File: config.mk
export PLATFORM = sky130hd
export DESIGN_NAME = unit_arbiter
export DESIGN_NICKNAME = d
export VERILOG_FILES = /design/src/rtl/unit_arbiter.sv
export SDC_FILE = /design/constraint.sdc
export NUM_CORES = 1
export LEC_CHECK = 0
export ABC_AREA = 1
export BUFFER_PORTS_ARGS = -buffer_cell sky130_fd_sc_hd__buf_2
export CAP_MARGIN = 20
export CORE_AREA = 3 3 304 306
export DETAILED_ROUTE_END_ITERATION = 8
export DIE_AREA = 0 0 307 309
export PLACE_DENSITY_LB_ADDON = 0.1
export SLEW_MARGIN = 20
export SYNTH_ARGS = -nofsm -noshare
export SYNTH_HDL_FRONTEND = slang
export SYNTH_SLANG_ARGS = --single-unit
File: constraint.sdc
create_clock -name clk -period 4.9 [get_ports clk]
set_input_delay 0.98 -clock clk [delete_from_list [all_inputs] [get_ports clk]]
set_output_delay 0.98 -clock clk [all_outputs]
set_load 0.02 [all_outputs]
File: src/rtl/unit_arbiter.sv
// unit_arbiter: shares one combinational ALU and one memory port among N_THREADS threads.
// Build option: define UNIT_ARB_FIXED_PRIO_EN for fixed lowest-index priority instead of round-robin.
module unit_arbiter #(
  parameter int N_THREADS = 4,
  parameter int W         = 32
) (
  input  logic                     clk,
  input  logic                     rst,
  input  logic [2*N_THREADS-1:0]   thr_sel,
  input  logic [3*W*N_THREADS-1:0] thr_in,
  output logic [W*N_THREADS-1:0]   thr_out,
  output logic [N_THREADS-1:0]     thr_ready,
  output logic [3*W-1:0]           alu_in,
  input  logic [W-1:0]             alu_out,
  output logic                     mem_valid,
  output logic [3*W-1:0]           mem_in,
  input  logic [W-1:0]             mem_out,
  input  logic                     mem_ready
);

  localparam int              PW      = $clog2(N_THREADS);
  localparam logic [1:0]      SEL_ALU = 2'd1;
  localparam logic [1:0]      SEL_MEM = 2'd2;
  localparam logic [PW-1:0]   LAST    = PW'(N_THREADS - 1);

  typedef enum logic {MEM_IDLE = 1'b0, MEM_BUSY = 1'b1} mem_state_e;

  mem_state_e           state_q, state_d;
  logic [PW-1:0]        mem_owner_q, mem_owner_d;
  logic [N_THREADS-1:0] alu_req, mem_req;
  logic [PW-1:0]        alu_start, mem_start, alu_win, mem_win;
  logic                 alu_found, mem_found;

  // Returns {found, index}; walking from the farthest slot back lets the nearest requester win.
  function automatic logic [PW:0] rr_pick(input logic [N_THREADS-1:0] req,
                                          input logic [PW-1:0]        start);
    logic [PW:0]   res;
    logic [PW-1:0] idx;
    int            pos;
    res = '0;
    for (int k = N_THREADS - 1; k >= 0; k--) begin
      pos = int'(start) + k;
      if (pos >= N_THREADS) begin
        pos = pos - N_THREADS;
      end else begin
        pos = pos;
      end
      idx = PW'(pos);
      if (req[idx]) begin
        res = {1'b1, idx};
      end else begin
        res = res;
      end
    end
    return res;
  endfunction

  function automatic logic [PW-1:0] next_idx(input logic [PW-1:0] i);
    return (i == LAST) ? '0 : i + PW'(1);
  endfunction

  always_comb begin
    for (int i = 0; i < N_THREADS; i++) begin
      alu_req[i] = (thr_sel[2*i +: 2] == SEL_ALU);
      mem_req[i] = (thr_sel[2*i +: 2] == SEL_MEM);
    end
  end

  always_comb begin
    {alu_found, alu_win} = rr_pick(alu_req, alu_start);
    {mem_found, mem_win} = rr_pick(mem_req, mem_start);
  end

`ifdef UNIT_ARB_FIXED_PRIO_EN
  assign alu_start = '0;
  assign mem_start = '0;
`else
  logic [PW-1:0] alu_ptr_q, alu_ptr_d, mem_ptr_q, mem_ptr_d;

  always_comb begin
    alu_ptr_d = alu_ptr_q;
    mem_ptr_d = mem_ptr_q;
    if (alu_found) begin
      alu_ptr_d = next_idx(alu_win);
    end else begin
      alu_ptr_d = alu_ptr_q;
    end
    if ((state_q == MEM_IDLE) && mem_found) begin
      mem_ptr_d = next_idx(mem_win);
    end else begin
      mem_ptr_d = mem_ptr_q;
    end
  end

  always_ff @(posedge clk) begin
    if (rst) begin
      alu_ptr_q <= '0;
      mem_ptr_q <= '0;
    end else begin
      alu_ptr_q <= alu_ptr_d;
      mem_ptr_q <= mem_ptr_d;
    end
  end

  assign alu_start = alu_ptr_q;
  assign mem_start = mem_ptr_q;
`endif

  // Unit routing is combinational so ALU grants and NONE steps complete in the request cycle.
  always_comb begin
    state_d     = state_q;
    mem_owner_d = mem_owner_q;
    thr_ready   = '0;
    thr_out     = '0;
    alu_in      = '0;
    mem_valid   = 1'b0;
    mem_in      = '0;
    if (rst) begin
      state_d = MEM_IDLE;
    end else begin
      for (int i = 0; i < N_THREADS; i++) begin
        thr_ready[i] = !alu_req[i] && !mem_req[i];
      end
      if (alu_found) begin
        alu_in                             = thr_in[int'(alu_win)*3*W +: 3*W];
        thr_ready[alu_win]                 = 1'b1;
        thr_out[int'(alu_win)*W +: W]      = alu_out;
      end else begin
        alu_in = '0;
      end
      case (state_q)
        MEM_IDLE: begin
          if (mem_found) begin
            state_d     = MEM_BUSY;
            mem_owner_d = mem_win;
          end else begin
            state_d = MEM_IDLE;
          end
        end
        MEM_BUSY: begin
          // A withdrawn owner still finishes the bus transaction; only the result is dropped.
          mem_valid = 1'b1;
          mem_in    = thr_in[int'(mem_owner_q)*3*W +: 3*W];
          if (mem_ready) begin
            state_d = MEM_IDLE;
            if (mem_req[mem_owner_q]) begin
              thr_ready[mem_owner_q]            = 1'b1;
              thr_out[int'(mem_owner_q)*W +: W] = mem_out;
            end else begin
              state_d = MEM_IDLE;
            end
          end else begin
            state_d = MEM_BUSY;
          end
        end
        default: begin
          state_d = MEM_IDLE;
        end
      endcase
    end
  end

  always_ff @(posedge clk) begin
    if (rst) begin
      state_q     <= MEM_IDLE;
      mem_owner_q <= '0;
    end else begin
      state_q     <= state_d;
      mem_owner_q <= mem_owner_d;
    end
  end

endmodule

Word-level counts from Yosys, hierarchy flattened
Cells that the tools add are included.
- flip-flop bits (word level): 7
- bits in latches: 0
- RAM bits: 0
- ROM bits: 0
- bits of input ports: 459
- output and inout port bits: 325
- word-level logic and storage cells: 142
- memories: 0
- add/subtract/negate cells: 18
- multiply operators: 2
- divide/modulo/power cells: 0
- $lt $le $gt $ge: 20
- eq/ne operators: 10
- shifts and indexed selects: 6
- muxes and demuxes: 62
- bitwise gates (word level): 4
- reduce and logical (&&, ||, !) cells: 16
- operator list (operator ; number):
    $mux 128 ; 6
    $shiftx 384x10->96 ; 2
    $mux 96 ; 4
    $shift 32x33->128 const A ; 2
    $shiftx 32x33->128 ; 2
    $and 128x128->128 ; 1
    $bwmux 128 ; 1
    $neg 7->33 ; 2
    $lt 2x3->1 const B ; 10
    $mux 3 ; 8
    $mux 4 ; 6
    $mux 2 ; 10
    $bmux 1 s2 ; 9
    $ge 3x3->1 const B ; 6
    $sub 2x1->2 const B ; 8
    $mux 1 ; 15
    $add 2x2->3 const B ; 4
    $eq 2x2->1 const B ; 6
    $eq 2x1->1 const B ; 4
    $logic_not 1->1 ; 8
    $mul 2x2->4 const B ; 2
    $or 4x4->4 ; 2
    $logic_and 1x1->1 ; 7
    $add 2x1->3 const B ; 2
    other kinds (7) ; 11

Depth between registers and ports, before layout
Gate-level depths: netlist (run 1).
- depth after elaboration: 21
- depth in mapped cells: 23
- gate-level depth less buffers: 20

Worst setup path before layout (run 1)
OpenSTA, ideal clock, no wires.
- kind: input to output
- start: input thr_sel[1]
- end: output thr_out[75]
- data arrival time: 3482 ps
- data required time: 3920 ps
- slack: 438 ps
- stages on the path: 19
- buffers on the path: 3
- cell sequence: inv_1 > ha_1 > nand2_1 > nand2_1 > nand2_1 > nand2_1 > nor2_2 > nor2_1 > nand2_4 > nand2_8 > buf_6 > buf_4 > inv_1 > ha_1 > nand2_1 > nor2_1 > clkbuf_1 > nand3_1 > a21oi_1
- word-level cells in the longest chain between the ends: 17
- elaborated cells on any way between the ends: 27
- those cells by class: add/sub: 1; eq/ne: 2; shift: 2; mux: 21; bitwise: 1
- ends and longest elaborated chain (what ; RTL line ; RTL):
    from (decl) ; 9 ; input logic [2*N_THREADS-1:0] thr_sel,
    $eq 2x1->1 ; 64 ; alu_req[i] = (thr_sel[2*i +: 2] == SEL_ALU);
    $bmux 1 s2 ; 49 ; if (req[idx]) begin
    $mux 1 (implied by the code) ; 49 ;
    $mux 3 (4 in series) ; 49 ;
    $neg 7->33 ; 127 ; thr_out[int'(alu_win)*W +: W] = alu_out;
    $shiftx 32x33->128 / $shift 32x33->128 (equally long branches) ; 127 ;
    $and 128x128->128 (no line) ; - ;
    $mux 128 ; 124 ; if (alu_found) begin
    $mux 128 ; 118 ; if (rst) begin
    $bwmux 128 ; 148 ; thr_out[int'(mem_owner_q)*W +: W] = mem_out;
    $mux 128 ; 146 ; if (mem_req[mem_owner_q]) begin
    $mux 128 ; 144 ; if (mem_ready) begin
    $mux 128 * ; 131 ; case (state_q)
    $mux 128 * ; 118 ;
    to (decl) ; 11 ; output logic [W*N_THREADS-1:0] thr_out,
Mark *: on every way between the ends. The rest lies on a longest branch, timed or not. The select of a mux whose other input is x is not followed.

Worst setup path after layout (run 1)
- start: input thr_sel[1]
- end: output thr_out[108]
Same word-level chain as after synthesis.

==> metrics, run 1 <==
status finished, final reports clean; Critical Path Sink Type output port; Synth area leader nand2_1; Reg-to-Reg Start alu_ptr_q[0]; DR pass1 iterations 5; Tightest Pin Transition 0.978 ns; final wirelength 87.8 mm; Worst Setup EP thr_out[108]; Max Freq 217 MHz; Hold Crit Class reg -> reg; Final ANT Viol Nets 0; Critical Path AT 3.63 ns; I/O Buffers 783; Syn Nets 2962; P_leak 8.98 nW; Root Driver clkbuf_16; syn_area_per_cell 4.60 µm²; cell count after synthesis 2481; initial drt markers 1374; RSZ-0062 raised after global routing false; clock buffer depth 2; DRC 0; Tot Pwr 0.0101 W; Critical path origin thr_sel[1]; WL per Instance 20.5 µm; ratio of cells with drive above 1 in the final layout 0.285; final setup violation count 0; routed vias 19000; largest net degree at the start of global routing 170; number of global-route vias before repair 18600; final core occ 0.185; Max Cap Viol 0; relative slew slack 0.348; CTS tree yes; Finished Layout Cells 4290; hold slack 0.554 ns; IO Count 784; ranking of synthesized cells by area nand2_1 19%, a21oi_1 19%, nand3_1 17%; Routability Congestion 0.798; EDFF count, synth 0; DIE HEIGHT 309 µm; clock latency on the worst-skew pair 0.23 ns; most frequent cells in the layout 782 x buf_2, 589 x nand2_1, 423 x a21oi_1, 391 x nand3_1, 268 x inv_1; R2R Path End alu_ptr_q[1]; number of vias per cell 4.43; Critical Path Start Type input port; # rows 110; pwr dens 608 nW/µm²; Worst EP required 3.92 ns; Worst Path Class, Setup in -> out; GRT Total Usage 0.170; Initial Util 0.127; gr ovfl total 0; skew final 0.00248 ns; Max Slew Vio Count 0; post-DP HPWL 65.0 mm; commonest non-fill, non-tap cell in the layout buf_2; final period utilization 0.940; sequential area share after synthesis 0.0123; core area 89900 µm²; Synth Cell Area 11400 µm²; Area Overhead vs Synth 45.5%; flops & latches, synth 7; min cycle time layout 4.61 ns; Final #Nets 3579; crit-path max FO 32; post-CTS setup buffer count 0; first-pass GRT wire length 126 mm; Die ar. 94900 µm²; die width 307 µm; initial antenna violation count 29; clock sinks 7; asr flop ratio synth 0; final hold vios 0; Yosys top cell area share 0.194; Max VDD drop 465 µV; PostCTS Resize Cnt 0; setup_tns 0 ns; Synth cell types 32; Cells after DPL 4269; Synth Flop Type dfxtp_1; H-tree depth 1; hold_buf cts 0; Clock transition at path regs 0.04 ns; clock buffer count from CTS 3; reg-to-reg slack, setup 2.51 ns; Reg2Reg Depth 15; Synthesis Warnings 0
==> per-layer routing <==
metal	GRT usage	vias up	wire, µm
met1	0.204	8815	35400
met5	0	-	137
met2	0.315	715	44200
met4	0.0310	20	1730
met3	0.0364	94	6360
li1	-	9366	-
==> how the worst min path moves through the flow <==
stage / start / endpoint / slack (ns) / cells after the start
after floorplan: state_q / state_q / 0.50 / 3
after global placement: state_q / state_q / 0.54 / 3
after detailed placement: state_q / state_q / 0.54 / 3
after CTS: state_q / state_q / 0.55 / 3
after global routing: state_q / state_q / 0.60 / 3
final: state_q / state_q / 0.55 / 3
==> per-stage QoR <==
stage          instance area [µm²]  setup slack, ns
2_1_floorplan                11400            0.438
3_3_place_gp                 16500            0.283
3_5_place_dp                 16500            0.309
4_1_cts                      16600            0.283
5_1_grt                      16600          0.00714
6_report                     16600            0.294
==> layout make-up <==
class,instances,area [µm²]
fillers,10900,73300
multi-input cells,1961,9150
repair buffers,850,4660
well taps,1176,1470
inverters,275,1050
flip-flops and latches,7,148
clock buffers,4,78.8
diodes,17,42.5
==> kinds of logic after synthesis <==
family	Yosys count	share of synthesized area
compound gates	664	0.292
flops	7	0.0123
buf+inv	513	0.191
fa+ha+maj	22	0.0241
simple gates	1274	0.479
xor+xnor	1	0.000768
==> worst max-delay path, stage by stage <==
cell and delay [ns]:
buf_2 0.11, inv_1 0.07, ha_1 0.16, nand2_1 0.06
nand2_1 0.10, nand2_1 0.07, nand2_1 0.10, nor2_2 0.06
nor2_1 0.28, nand2_8 0.11, nand2_8 0.13, inv_1 0.07
ha_1 0.28, inv_1 0.07, nand2_1 0.06, nor2_2 0.14
buf_12 0.22, nand3_1 0.09, a21oi_1 0.20, buf_2 0.21
==> report_power, final <==
group	switching (W)	internal, W	total (W)
sequential	0.0000890	0.0000873	0.000176
combinational	0.00705	0.00272	0.00978
clock	0.0000329	0.000108	0.000141
==> synthesized netlist by cell type, drive strengths merged (7+ instances only) <==
| cell | n |
|---|---|
| nand2 | 598 |
| a21oi | 424 |
| nand3 | 391 |
| inv | 274 |
| o21ai | 237 |
| nor2 | 216 |
| buf | 131 |
| clkbuf | 107 |
| nor3 | 35 |
| nand4 | 32 |
| ha | 22 |
| dfxtp | 7 |
==> registers in the layout, summed over array words and instances (netlist names) <==
name	cells
mem_owner_q	2
mem_ptr_q	2
state_q	1
alu_ptr_q	2
Note: power is estimated with default switching activity, not from simulation.
==> run 2, diff against run 1 <==
==> constraint.sdc (replaced) <==
create_clock -name clk -period 4.9 [get_ports clk]
set_input_delay 0.49 -clock clk [delete_from_list [all_inputs] [get_ports clk]]
set_output_delay 0.49 -clock clk [all_outputs]
set_load 0.02 [all_outputs]
==> metrics, run 2 (synthesis results as in run 1) <==
status finished, final reports clean (unchanged); GRT Total Usage 0.174 (was 0.170); DIE HEIGHT 309 µm (unchanged); Routability Congestion 0.808 (was 0.798); Critical Path Start Type flip-flop (was input port); Critical Path Sink Type output port (unchanged); clock buffer count from CTS 3 (unchanged); worst path bufs/invs 4 (was 6); pwr dens 604 nW/µm² (was 608 nW/µm²); commonest non-fill, non-tap cell in the layout buf_2 (unchanged); H-tree depth 1 (unchanged); CTS tree yes (unchanged); Final #Nets 3555 (was 3579); number of global-route vias before repair 18800 (was 18600); post-CTS setup buffer count 0 (unchanged); clock buffer depth 2 (unchanged); design area 16300 µm² (was 16600 µm²); largest net degree at the start of global routing 170 (unchanged); routed vias 19000 (about the same); # rows 110 (unchanged); setup_tns 0 ns (unchanged); Root Driver clkbuf_16 (unchanged); min cycle time layout 4.14 ns (was 4.61 ns); Fillers 10900 (about the same); crit-path max FO 54 (was 32); CP peak stage delay 0.65 ns (was 0.28 ns); Regs by FF count alu_ptr_q: 2 flops, mem_owner_q: 2 flops, mem_ptr_q: 2 flops (unchanged); Area Overhead vs Synth 42.6% (was 45.5%); Max Cap Viol 0 (unchanged); Final ANT Viol Nets 0 (unchanged); IO Count 784 (unchanged); gr ovfl total 0 (unchanged); RSZ-0062 raised after global routing false (unchanged); final period utilization 0.845 (was 0.940); Clock transition at path regs 0.04 ns (about the same); final core occ 0.181 (was 0.185); final wirelength 88.6 mm (was 87.8 mm); CP delay by family, top buffers and inverters (was simple AND/OR/NAND/NOR gates); Tightest Pin Transition 1.01 ns (was 0.978 ns); most used cell, CP nand2_1 (unchanged); most frequent cells in the layout 782 x buf_2, 589 x nand2_1, 423 x a21oi_1, 391 x nand3_1, 269 x inv_1 (was 782 x buf_2, 589 x nand2_1, 423 x a21oi_1, 391 x nand3_1, 268 x inv_1); core area 89900 µm² (unchanged); PostCTS Resize Cnt 0 (unchanged); final hold vios 0 (unchanged); first-pass GRT wire length 127 mm (was 126 mm); Worst EP required 4.41 ns (was 3.92 ns); clock latency on the worst-skew pair 0.24 ns (was 0.23 ns); initial drt markers 1100 (was 1374); I/O Buffers 783 (unchanged); post-DP HPWL 63.7 mm (was 65.0 mm); relative slew slack 0.324 (was 0.348); final setup violation count 0 (unchanged); Worst Path Class, Setup reg -> out (was in -> out); skew final 0.00313 ns (was 0.00248 ns); Max VDD drop 434 µV (was 465 µV); Max Freq 241 MHz (was 217 MHz); Max Slew Vio Count 0 (unchanged); Initial Util 0.127 (unchanged); initial antenna violation count 32 (was 29); Hold Crit Class reg -> reg (unchanged); Critical Path AT 3.65 ns (was 3.63 ns); P_leak 8.81 nW (was 8.98 nW); hold_buf cts 0 (unchanged); WL per Instance 20.8 µm (was 20.5 µm); Critical Path Slowest Stage Cell buf_4 (was nor2_1); DR pass1 iterations 5 (unchanged); DRC 0 (unchanged); number of vias per cell 4.44 (was 4.43); Die ar. 94900 µm² (unchanged); ratio of cells with drive above 1 in the final layout 0.280 (was 0.285); clock sinks 7 (unchanged); worst-path cell chain inv_2 -> nand2_1 -> nand2_1 -> nand2_1 -> nand2_1 -> nand2_1 -> nand2_2 -> nand2_8 -> buf_4 -> buf_4 -> nand3_1 -> nand2_1 -> nand2_1 -> a21oi_1 -> buf_2 (was buf_2 -> inv_1 -> ha_1 -> nand2_1 -> nand2_1 -> nand2_1 -> nand2_1 -> nor2_2 -> nor2_1 -> nand2_8 -> nand2_8 -> inv_1 -> ha_1 -> inv_1 -> nand2_1 -> nor2_2 -> buf_12 -> nand3_1 -> a21oi_1 -> buf_2); Cell Area, Placed 16100 µm² (was 16500 µm²); die width 307 µm (unchanged)
[run 2: cell types whose count changed in the layout (fill, tap and decap cells not counted), sizes merged]
cell	before	now
diode	17	20
buf	850	826
[run 2: area by class of cell]
cell class,instances,area (µm²),area share
multi-input combinational,1961,9150,0.563
antenna,20,50.0,0.00308
timing repair buffer,826,4320,0.266
clock buffer,4,78.8,0.00485
tap,1176,1470,0.0905
inverter,275,1050,0.0643
sequential,7,148,0.00908
[run 2: tightest hold or removal path: cells and delay by family, from the launching register on]
kind          cells  cell delay [ns]
simple gates      2             0.15
buf+inv           1             0.04
flops             1             0.31
[run 2: per-stage QoR]
step                hold slack, ns  setup slack [ns]  cells  power [W]
global placement             0.543             0.907   4245    0.00987
finish                       0.541             0.759   4269    0.00982
CTS                          0.539             0.634   4249     0.0100
global route                 0.592             0.342   4267     0.0109
floorplan                    0.502              1.42   2481    0.00654
detailed placement           0.527             0.884   4245    0.00984
[run 2: path summary, 6_finish.rpt]
check,slack [ns],end,cells after the start,start
max,0.76,alu_in[89],15,alu_ptr_q[0]
min,0.54,state_q,3,state_q
max reg2reg,2.29,alu_ptr_q[0],13,alu_ptr_q[0]
min reg2reg,0.54,state_q,3,state_q
[run 2: power breakdown]
group / total [W] / switching (W) / leakage [nW] / internal, W
Sequential: 0.000135 / 0.0000482 / 0.0595 / 0.0000867
Combinational: 0.00954 / 0.00707 / 8.71 / 0.00247
Clock: 0.000145 / 0.0000360 / 0.0383 / 0.000109
[run 2: per-layer routing]
layer	up-vias	GRT usage	share of wire
met5	-	0	0.0012
met4	16	0.0508	0.027
met3	105	0.0370	0.067
met2	729	0.309	0.50
met1	8793	0.210	0.41
li1	9328	-	-
